<file path="src/rtl/mmio_pkg.sv">
// Shared register-window offsets and STATUS bit positions for the MMIO store responder.
package mmio_pkg;

    localparam logic [3:0] OFF_TXDATA = 4'h0;
    localparam logic [3:0] OFF_STATUS = 4'h4;
    localparam logic [3:0] OFF_CYCLE  = 4'h8;
    localparam logic [3:0] OFF_DONE   = 4'hC;

    localparam int ST_FULL    = 0;
    localparam int ST_EMPTY   = 1;
    localparam int ST_OVF     = 2;
    localparam int ST_CNT_LSB = 4;

endpackage

</file>
<file path="src/rtl/mmio_fifo.sv">
// Synchronous FIFO; a push while full is accepted only when a pop happens on the same edge.
module mmio_fifo #(
    parameter int DEPTH = 8,
    parameter int W     = 8
) (
    input  logic                     clk,
    input  logic                     rst_n,
    input  logic                     push,
    input  logic [W-1:0]             din,
    input  logic                     pop,
    output logic [W-1:0]             dout,
    output logic                     full,
    output logic                     empty,
    output logic [$clog2(DEPTH):0]   count
);
    localparam int AW = $clog2(DEPTH);
    localparam int CW = AW + 1;
    localparam logic [CW-1:0] FULL_CNT = CW'(DEPTH);

    logic [W-1:0]  r_mem [DEPTH];
    logic [AW-1:0] r_wr;
    logic [AW-1:0] r_rd;
    logic [CW-1:0] r_cnt;
    logic          w_push_ok;
    logic          w_pop_ok;

    assign full      = (r_cnt == FULL_CNT);
    assign empty     = (r_cnt == '0);
    assign count     = r_cnt;
    assign w_pop_ok  = pop && !empty;
    assign w_push_ok = push && (!full || w_pop_ok);
    // Head is forced to zero when empty so stale storage never shows after reset.
    assign dout      = empty ? '0 : r_mem[r_rd];

    always_ff @(posedge clk) begin
        if (w_push_ok) r_mem[r_wr] <= din;
    end

    always_ff @(posedge clk or negedge rst_n) begin
        if (!rst_n) begin
            r_wr  <= '0;
            r_rd  <= '0;
            r_cnt <= '0;
        end else begin
            if (w_push_ok) r_wr <= r_wr + 1'b1;
            if (w_pop_ok)  r_rd <= r_rd + 1'b1;
            case ({w_push_ok, w_pop_ok})
                2'b10:   r_cnt <= r_cnt + 1'b1;
                2'b01:   r_cnt <= r_cnt - 1'b1;
                default: r_cnt <= r_cnt;
            endcase
        end
    end

endmodule

</file>
<file path="src/rtl/mmio_store_responder.sv">
// MMIO responder: TX byte FIFO, STATUS, completion code, and an optional cycle
// counter built only when MMIO_CYCLE_CNT_EN is defined.
module mmio_store_responder
    import mmio_pkg::*;
#(
    parameter logic [31:0] BASE_ADDR  = 32'hFFFF_0000,
    parameter int          FIFO_DEPTH = 8
) (
    input  logic        clk,
    input  logic        reset,
    input  logic        MemWrite,
    input  logic [31:0] DataAdr,
    input  logic [31:0] WriteData,
    output logic [31:0] ReadData,
    output logic        sel,
    output logic        tx_valid,
    output logic [7:0]  tx_data,
    input  logic        tx_ready,
    output logic        done,
    output logic [31:0] exit_code
);
    localparam int CW = $clog2(FIFO_DEPTH) + 1;

    logic [3:0]    w_off;
    logic          w_wr;
    logic          w_push;
    logic          w_pop;
    logic          w_full;
    logic          w_empty;
    logic [CW-1:0] w_count;
    logic          w_done_set;
    logic [31:0]   w_status;
    logic [31:0]   w_cycle;
    logic          w_unused_bits;
    logic          r_ovf;
    logic          r_done;
    logic [31:0]   r_exit;

    // Byte lanes are ignored: only word accesses exist in this window.
    assign w_off         = {DataAdr[3:2], 2'b00};
    assign w_unused_bits = ^DataAdr[1:0];
    assign sel           = (DataAdr[31:4] == BASE_ADDR[31:4]);
    assign w_wr          = MemWrite && sel;
    assign w_push        = w_wr && (w_off == OFF_TXDATA);
    assign w_pop         = tx_valid && tx_ready;
    assign w_done_set    = w_wr && (w_off == OFF_DONE) && !r_done;

    mmio_fifo #(.DEPTH(FIFO_DEPTH), .W(8)) u_fifo (
        .clk   (clk),
        .rst_n (reset),
        .push  (w_push),
        .din   (WriteData[7:0]),
        .pop   (w_pop),
        .dout  (tx_data),
        .full  (w_full),
        .empty (w_empty),
        .count (w_count)
    );

    assign tx_valid  = !w_empty;
    assign done      = r_done;
    assign exit_code = r_exit;

    always_ff @(posedge clk or negedge reset) begin
        if (!reset) begin
            r_ovf  <= 1'b0;
            r_done <= 1'b0;
            r_exit <= '0;
        end else begin
            if (w_wr && (w_off == OFF_STATUS))  r_ovf <= 1'b0;
            else if (w_push && w_full && !w_pop) r_ovf <= 1'b1;
            if (w_done_set) begin
                r_done <= 1'b1;
                r_exit <= WriteData;
            end
        end
    end

`ifdef MMIO_CYCLE_CNT_EN
    logic [31:0] r_cycle;

    // Stops on the edge that records completion so the final value is the run length.
    always_ff @(posedge clk or negedge reset) begin
        if (!reset)                     r_cycle <= '0;
        else if (!r_done && !w_done_set) r_cycle <= r_cycle + 1'b1;
    end
    assign w_cycle = r_cycle;
`else
    assign w_cycle = '0;
`endif

    always_comb begin
        w_status                      = '0;
        w_status[ST_FULL]             = w_full;
        w_status[ST_EMPTY]            = w_empty;
        w_status[ST_OVF]              = r_ovf;
        w_status[ST_CNT_LSB +: 4]     = 4'(w_count);
    end

    always_comb begin
        ReadData = '0;
        if (sel) begin
            case (w_off)
                OFF_STATUS: ReadData = w_status;
                OFF_CYCLE:  ReadData = w_cycle;
                OFF_DONE:   ReadData = r_exit;
                default:    ReadData = '0;
            endcase
        end
    end

endmodule
</file>
<file path="config.mk">
export PLATFORM = sky130hd
export DESIGN_NAME = mmio_store_responder
export DESIGN_NICKNAME = d
export VERILOG_FILES = /design/src/rtl/mmio_pkg.sv /design/src/rtl/mmio_fifo.sv /design/src/rtl/mmio_store_responder.sv
export SDC_FILE = /design/constraint.sdc
export NUM_CORES = 1
export LEC_CHECK = 0
export BUFFER_PORTS_ARGS = -buffer_cell sky130_fd_sc_hd__buf_4
export CORE_ASPECT_RATIO = 1.1
export CORE_MARGIN = 4
export CORE_UTILIZATION = 51
export DETAILED_ROUTE_END_ITERATION = 6
export PLACE_DENSITY = 0.76
export SYNTH_ARGS = -nofsm -noshare
export SYNTH_HDL_FRONTEND = slang
export SYNTH_SLANG_ARGS = --single-unit
</file>
<file path="constraint.sdc">
create_clock -name clk -period 3.6 [get_ports clk]
set_input_delay 0.72 -clock clk [delete_from_list [all_inputs] [get_ports clk]]
set_output_delay 0.72 -clock clk [all_outputs]
set_load 0.05 [all_outputs]
</file>
# [Yosys cells after proc, flatten, opt, wreduce, memory -nomap -nowiden]
# Memories as Yosys holds them, arrays and structs flattened.
# Index checks and enable logic that the tools add are counted.
[op_classes] n_mux=8 eq_ne=6 n_reduce_logical=19 addsub=4
[ops] op="32-bit one-hot mux with 2 select lines" count=1
[ops] op="32-bit 2-to-1 mux" count=1
[ops] op="28-bit equality test (second input constant)" count=1
[ops] op="1-bit logical AND" count=10
[ops] op="4-bit zero test" count=2
[ops] op="8-bit 2-to-1 mux" count=1
[ops] op="4-bit one-hot mux with 2 select lines" count=1
[ops] op="3-bit by 1-bit adder with 3-bit output (second input constant)" count=2
[ops] op="4-bit by 1-bit adder with 4-bit output (second input constant)" count=1
[ops] op="2-bit by 1-bit equality test with 1-bit output (second input constant)" count=2
[ops] op="2-bit equality test (second input constant)" count=2
[ops] op="4-bit equality test (second input constant)" count=1
[ops] op="1-bit zero test" count=4
[ops] op="1-bit 2-to-1 mux" count=4
[ops] op="2-bit nonzero test" count=2
[ops] op="4-bit by 1-bit subtractor with 4-bit output (second input constant)" count=1
[ops] op="1-bit logical OR" count=1
[word_totals] out_inout_bits=75 in_bits=68 wordCells=44 n_memories=1 regBits=44 ramBits=64
[mem_list] name="u_fifo.r_mem" words=8 width=8 read_ports=1 rd_ports_with_merged_regs=0 write_ports=1 line_no="mmio_fifo.sv:20" text="logic [W-1:0] r_mem [DEPTH];"

# [Logic depth before layout (Yosys ltp)]
[depth] depth_word=8 ltp_mapped=10 depth_no_buf=9

# [Cells and area by module]
# Synthesis repeated with hierarchy kept, for this count alone.
[hier_totals] hier_cells=320 hier_area_um2=4992.3
[by_module_without_submodules] module="mmio_fifo" area_per_inst_um2=3165.5 cells_each=182 seq_area_each_um2=2172.1 instances=1
[by_module_without_submodules] module="mmio_store_responder" area_per_inst_um2=1826.8 cells_each=138 seq_area_each_um2=850.8 instances=1

# [Worst setup path before layout]
# Ideal clock, no wire load.
[synth_path] path_type="input port to flip-flop" from="input port DataAdr[13]" to="memory u_fifo.r_mem[2][0], enable pin" stages=5 t_required_ns=3.202 slack_ns=0.045 arrival_time_ns=3.157 setup_time_ns=0.398 path_buffers=0 path_cell_list="nor4b_1 nand4_1 nor4b_2 nand2_1 nor4b_1"
[synth_between] elab_chain_cells=6
[synth_rtl] item="start, declared" line_no="mmio_store_responder.sv:12" text="input logic [31:0] DataAdr,"
[synth_rtl] item="28-bit equality test" line_no="mmio_store_responder.sv:42" text="assign sel = (DataAdr[31:4] == BASE_ADDR[31:4]);"
[synth_rtl] item="1-bit logical AND" line_no="mmio_store_responder.sv:43" text="assign w_wr = MemWrite && sel;"
[synth_rtl] item="1-bit logical AND" line_no="mmio_store_responder.sv:44" text="assign w_push = w_wr && (w_off == OFF_TXDATA);"
[synth_rtl] item="1-bit logical AND" line_no="mmio_fifo.sv:31" text="assign w_push_ok = push && (!full || w_pop_ok);"
[synth_rtl] item="1-bit 2-to-1 mux" line_no="mmio_fifo.sv:36" text="if (w_push_ok) r_mem[r_wr] <= din;"
[synth_rtl] item="1-bit 2-to-1 mux (not written as such)" line_no="mmio_fifo.sv:36"
[synth_rtl] item="end, declared" line_no="mmio_fifo.sv:20"
# No other way between the ends.

# [Final worst setup path]
[layout_path] from="input port DataAdr[6]" to="output port ReadData[25]"
[layout_between] elab_chain_cells=2
[layout_rtl] item="28-bit equality test" line_no="mmio_store_responder.sv:42"
[layout_rtl] item="32-bit 2-to-1 mux" line_no="mmio_store_responder.sv:102" text="if (sel) begin"
[layout_rtl] item="end, declared" line_no="mmio_store_responder.sv:14" text="output logic [31:0] ReadData,"
# No other way between the ends.

==> key figures <==
Drt
  • Routed wire per std cell: 18.88 um
  • Final ANT Viol Nets: 0
  • WL final: 10,670 um
  • Routed via count: 3,022
  • DRC viols: 0
  • First-pass detailed-route iteration total: 4
  • DRT iter0 DRCs: around 110
  • Drt via density: 5.349

Finish
  • Nets@finish: 517
  • Antenna diodes: 0
  • Post-Layout Cell Count: 565
  • Synthesis-to-layout area growth: 31.15%
  • Proportion of layout cells with a drive suffix above 1: around half

Power
  • Cell Pwr Density: 348.2 nW/um^2
  • Cell internal pwr: 1637 uW
  • Switching pwr: 491.3 uW
  • Combinational share of power: around 4.0%
  • VDD IR max: 0.1851 mV
  • Sequential cell fraction of total power: just over 60%
  • Clk pwr share: about a third
  • Switch share: 23.09%
  • Leak pwr: 0.002670 uW

Setup path
  • Crit path arrival time: 2.61 ns
  • Kind of critical path: primary input to output port
  • CP Capture Type: output port
  • Startpoint Class: primary input
  • Crit-path max FO: 25
  • CP required: 2.88 ns

STA
  • Worst slew pin tran: 0.8243 ns
  • Rel. slew slack: 45.05%
  • Final hold violations: 0
  • Total negative slack: 0 ns
  • Fmax: 0.2999 GHz
  • Min Clock Period, post-route: 3.334 ns
  • Max Transition Viols Final: 0
  • Fin crit share: 92.61%
  • RSZ-0062 raised after global routing: no
  • Final WS setup: roughly 0.27 ns
  • Skew final: approximately 0.013 ns
  • Finish-stage setup viols: 0

Job
  • MaxCap Viol Count: 0

Clock network
  • Clock tree from TritonCTS: done
  • Max Buffers Root-to-Sink: 2
  • CTS buffer count: 9
  • H-tree Lvls: 3
  • Reg clk slew, reported paths: 0.11 ns
  • Clk sinks: 108
  • Root buf cell: clkbuf_8
  • CTS Hold Bufs: 0
  • Worst skew pair latency: 0.38 ns

Run status
  • Status: finished, final reports clean

Floorplanning
  • Ports: 143
  • Rows: 36
  • Chip height: 108.3 um
  • Core ar.: 8874 um^2
  • Starting Density: 52.51%
  • DIE WIDTH: roughly 100 um
  • DIE AREA: ~11,000 um^2

Placement
  • PortBufs: 140
  • Placed cell count: 549
  • RePlAce Congestion: 0.7460
  • HPWL after DPL: roughly 8000 um
  • Pre-CTS setup slack: 0.2140 ns

Logic synthesis
  • Post-synth top area cell: edfxtp_1
  • Cell area after synthesis: ~4700 um^2
  • Synth warn: 0
  • Most frequent cell after synthesis: edfxtp_1
  • Predominant post-synthesis flop cell: edfxtp_1
  • Most frequent cells after synthesis: 64 x edfxtp_1, 44 x dfrtp_1, 31 x mux2_2
  • Avg Cell Area, Syn: about 16 um^2
  • Yosys reg bits: 108
  • Cells after Synth: 293
  • Mapped Nets: between 300 and 400
  • EDFF count, synth: 64
  • Post-synth top area share: roughly two fifths
  • Area contributors post-synth: edfxtp_1 41%, dfrtp_1 24%, mux4_2 7.7%, mux2_2 7.5%, and2_1 3.4%
  • Post-synth ARST share: 40.74%
  • Seq/Total Area, Yosys: between 60% and 70%
  • Synth unique cells: 36

Global route
  • Overall Global Routing Usage: 21.28%
  • First-pass GRT wire length: 17,280 um
  • Initial antenna violation count: 0
  • Largest net degree at the start of global routing: 45
  • Total congestion overflow: 0
  • Vias in the first global route: about 3,300

Worst hold path
  • Hold Crit Class: primary input to async pin
[critical path: stages]
cell and delay [ns]:
buf_4 0.11, nor4_1 0.30, nand4_1 0.22, or4_1 0.57
nor2_1 0.13, buf_6 0.20, and2_1 0.17, buf_4 0.20
[timing repair]
| item | 4_1_cts | 5_1_grt |
|---|---|---|
| endpoints found under the setup margin | 0 | 25 |
| resized for setup | 0 | 2 |
| setup buffers | 0 | 0 |
[registers in the layout, indices dropped and copies added (netlist names)]
name	flops
u_fifo.r_mem	64
exit_code	32
u_fifo.count	4
u_fifo.r_rd	3
u_fifo.r_wr	3
done	1
r_ovf	1
[layout make-up]
class | count | area [um^2]
Fill cell | 639 | 2763
Inverter | 5 | 18.77
Sequential cell | 108 | 3023
Timing Repair Buffer | 156 | 1175
Tap cell | 114 | 142.6
Clock buffer | 9 | 123.9
Multi-Input combinational cell | 166 | 1545
Clock inverter | 7 | 82.58
[cell families after synthesis]
group	synth area share (%)
simple gates	10.77
flops	64.88
mux	18.96
xor+xnor	1.504
fa+ha+maj	0.8057
compound gates	0.9937
buf+inv	2.095
[power groups by stage]
stage / Clock (uW) / Combinational, uW / Sequential [uW]
after floorplan: 0 / 8.61 / 1340
after global placement: 0 / 82.2 / 1340
after detailed placement: 0 / 84.9 / 1340
after CTS: 750 / 85.1 / 1310
after global routing: 811 / 93.0 / 1310
final: 731 / 84.5 / 1310
[through the flow]
| stage | utilization, % | instance area [um^2] | hold slack (ns) | total power, uW |
|---|---|---|---|---|
| 3_3_place_gp | 66.43 | 5894 | 0.4892 | 1421 |
| 5_1_grt | 68.87 | 6111 | 0.3522 | 2216 |
| 3_5_place_dp | 66.43 | 5894 | 0.5024 | 1424 |
| 2_1_floorplan | - | 4659 | 0.4244 | 1348 |
| 4_1_cts | 68.75 | 6101 | 0.3422 | 2147 |
| 6_report | 68.87 | 6111 | 0.3214 | 2128 |
[per-layer routing]
| metal | track usage (%) | part of all wire, % | vias up |
|---|---|---|---|
| li1 | - | - | 1406 |
| met1 | 26.23 | 39 | 1485 |
| met2 | 36.13 | 51 | 117 |
| met3 | 6.516 | 8.0 | 14 |
| met4 | 6.732 | 1.4 | 0 |
| met5 | 0 | 0 | - |
[placed cells by master (no fill, tap or decap), drive strengths merged, types with 3 or more instances in the layout]
cell type and instances:
nand2 5, xor2 3, a21oi 4, buf 156, mux2i 14, nand3 4
clkinv 3, mux4 16, clkbuf 9, edfxtp 64, nor4b 5, nor2 19
and2 25, dfrtp 44, xnor2 5, mux2 34, inv 8, nor4 5
ha 3, nand4 4, nor3 7
[path summary, 6_finish.rpt]
kind	end	from	slack, ns	cells after the start
min	exit_code[4]$_DFFE_PN0P_	reset	0.32	1
max	ReadData[25]	DataAdr[6]	0.27	8
max reg2reg	u_fifo.count[2]$_DFFE_PN0P_	u_fifo.count[2]$_DFFE_PN0P_	1.30	10
min in group clk	r_ovf$_DFFE_PN0P_	r_ovf$_DFFE_PN0P_	0.53	1
min reg2reg	r_ovf$_DFFE_PN0P_	r_ovf$_DFFE_PN0P_	0.53	1
max in group asynchronous	exit_code[1]$_DFFE_PN0P_	reset	2.87	1
Note: power is estimated with default switching activity, not from simulation.
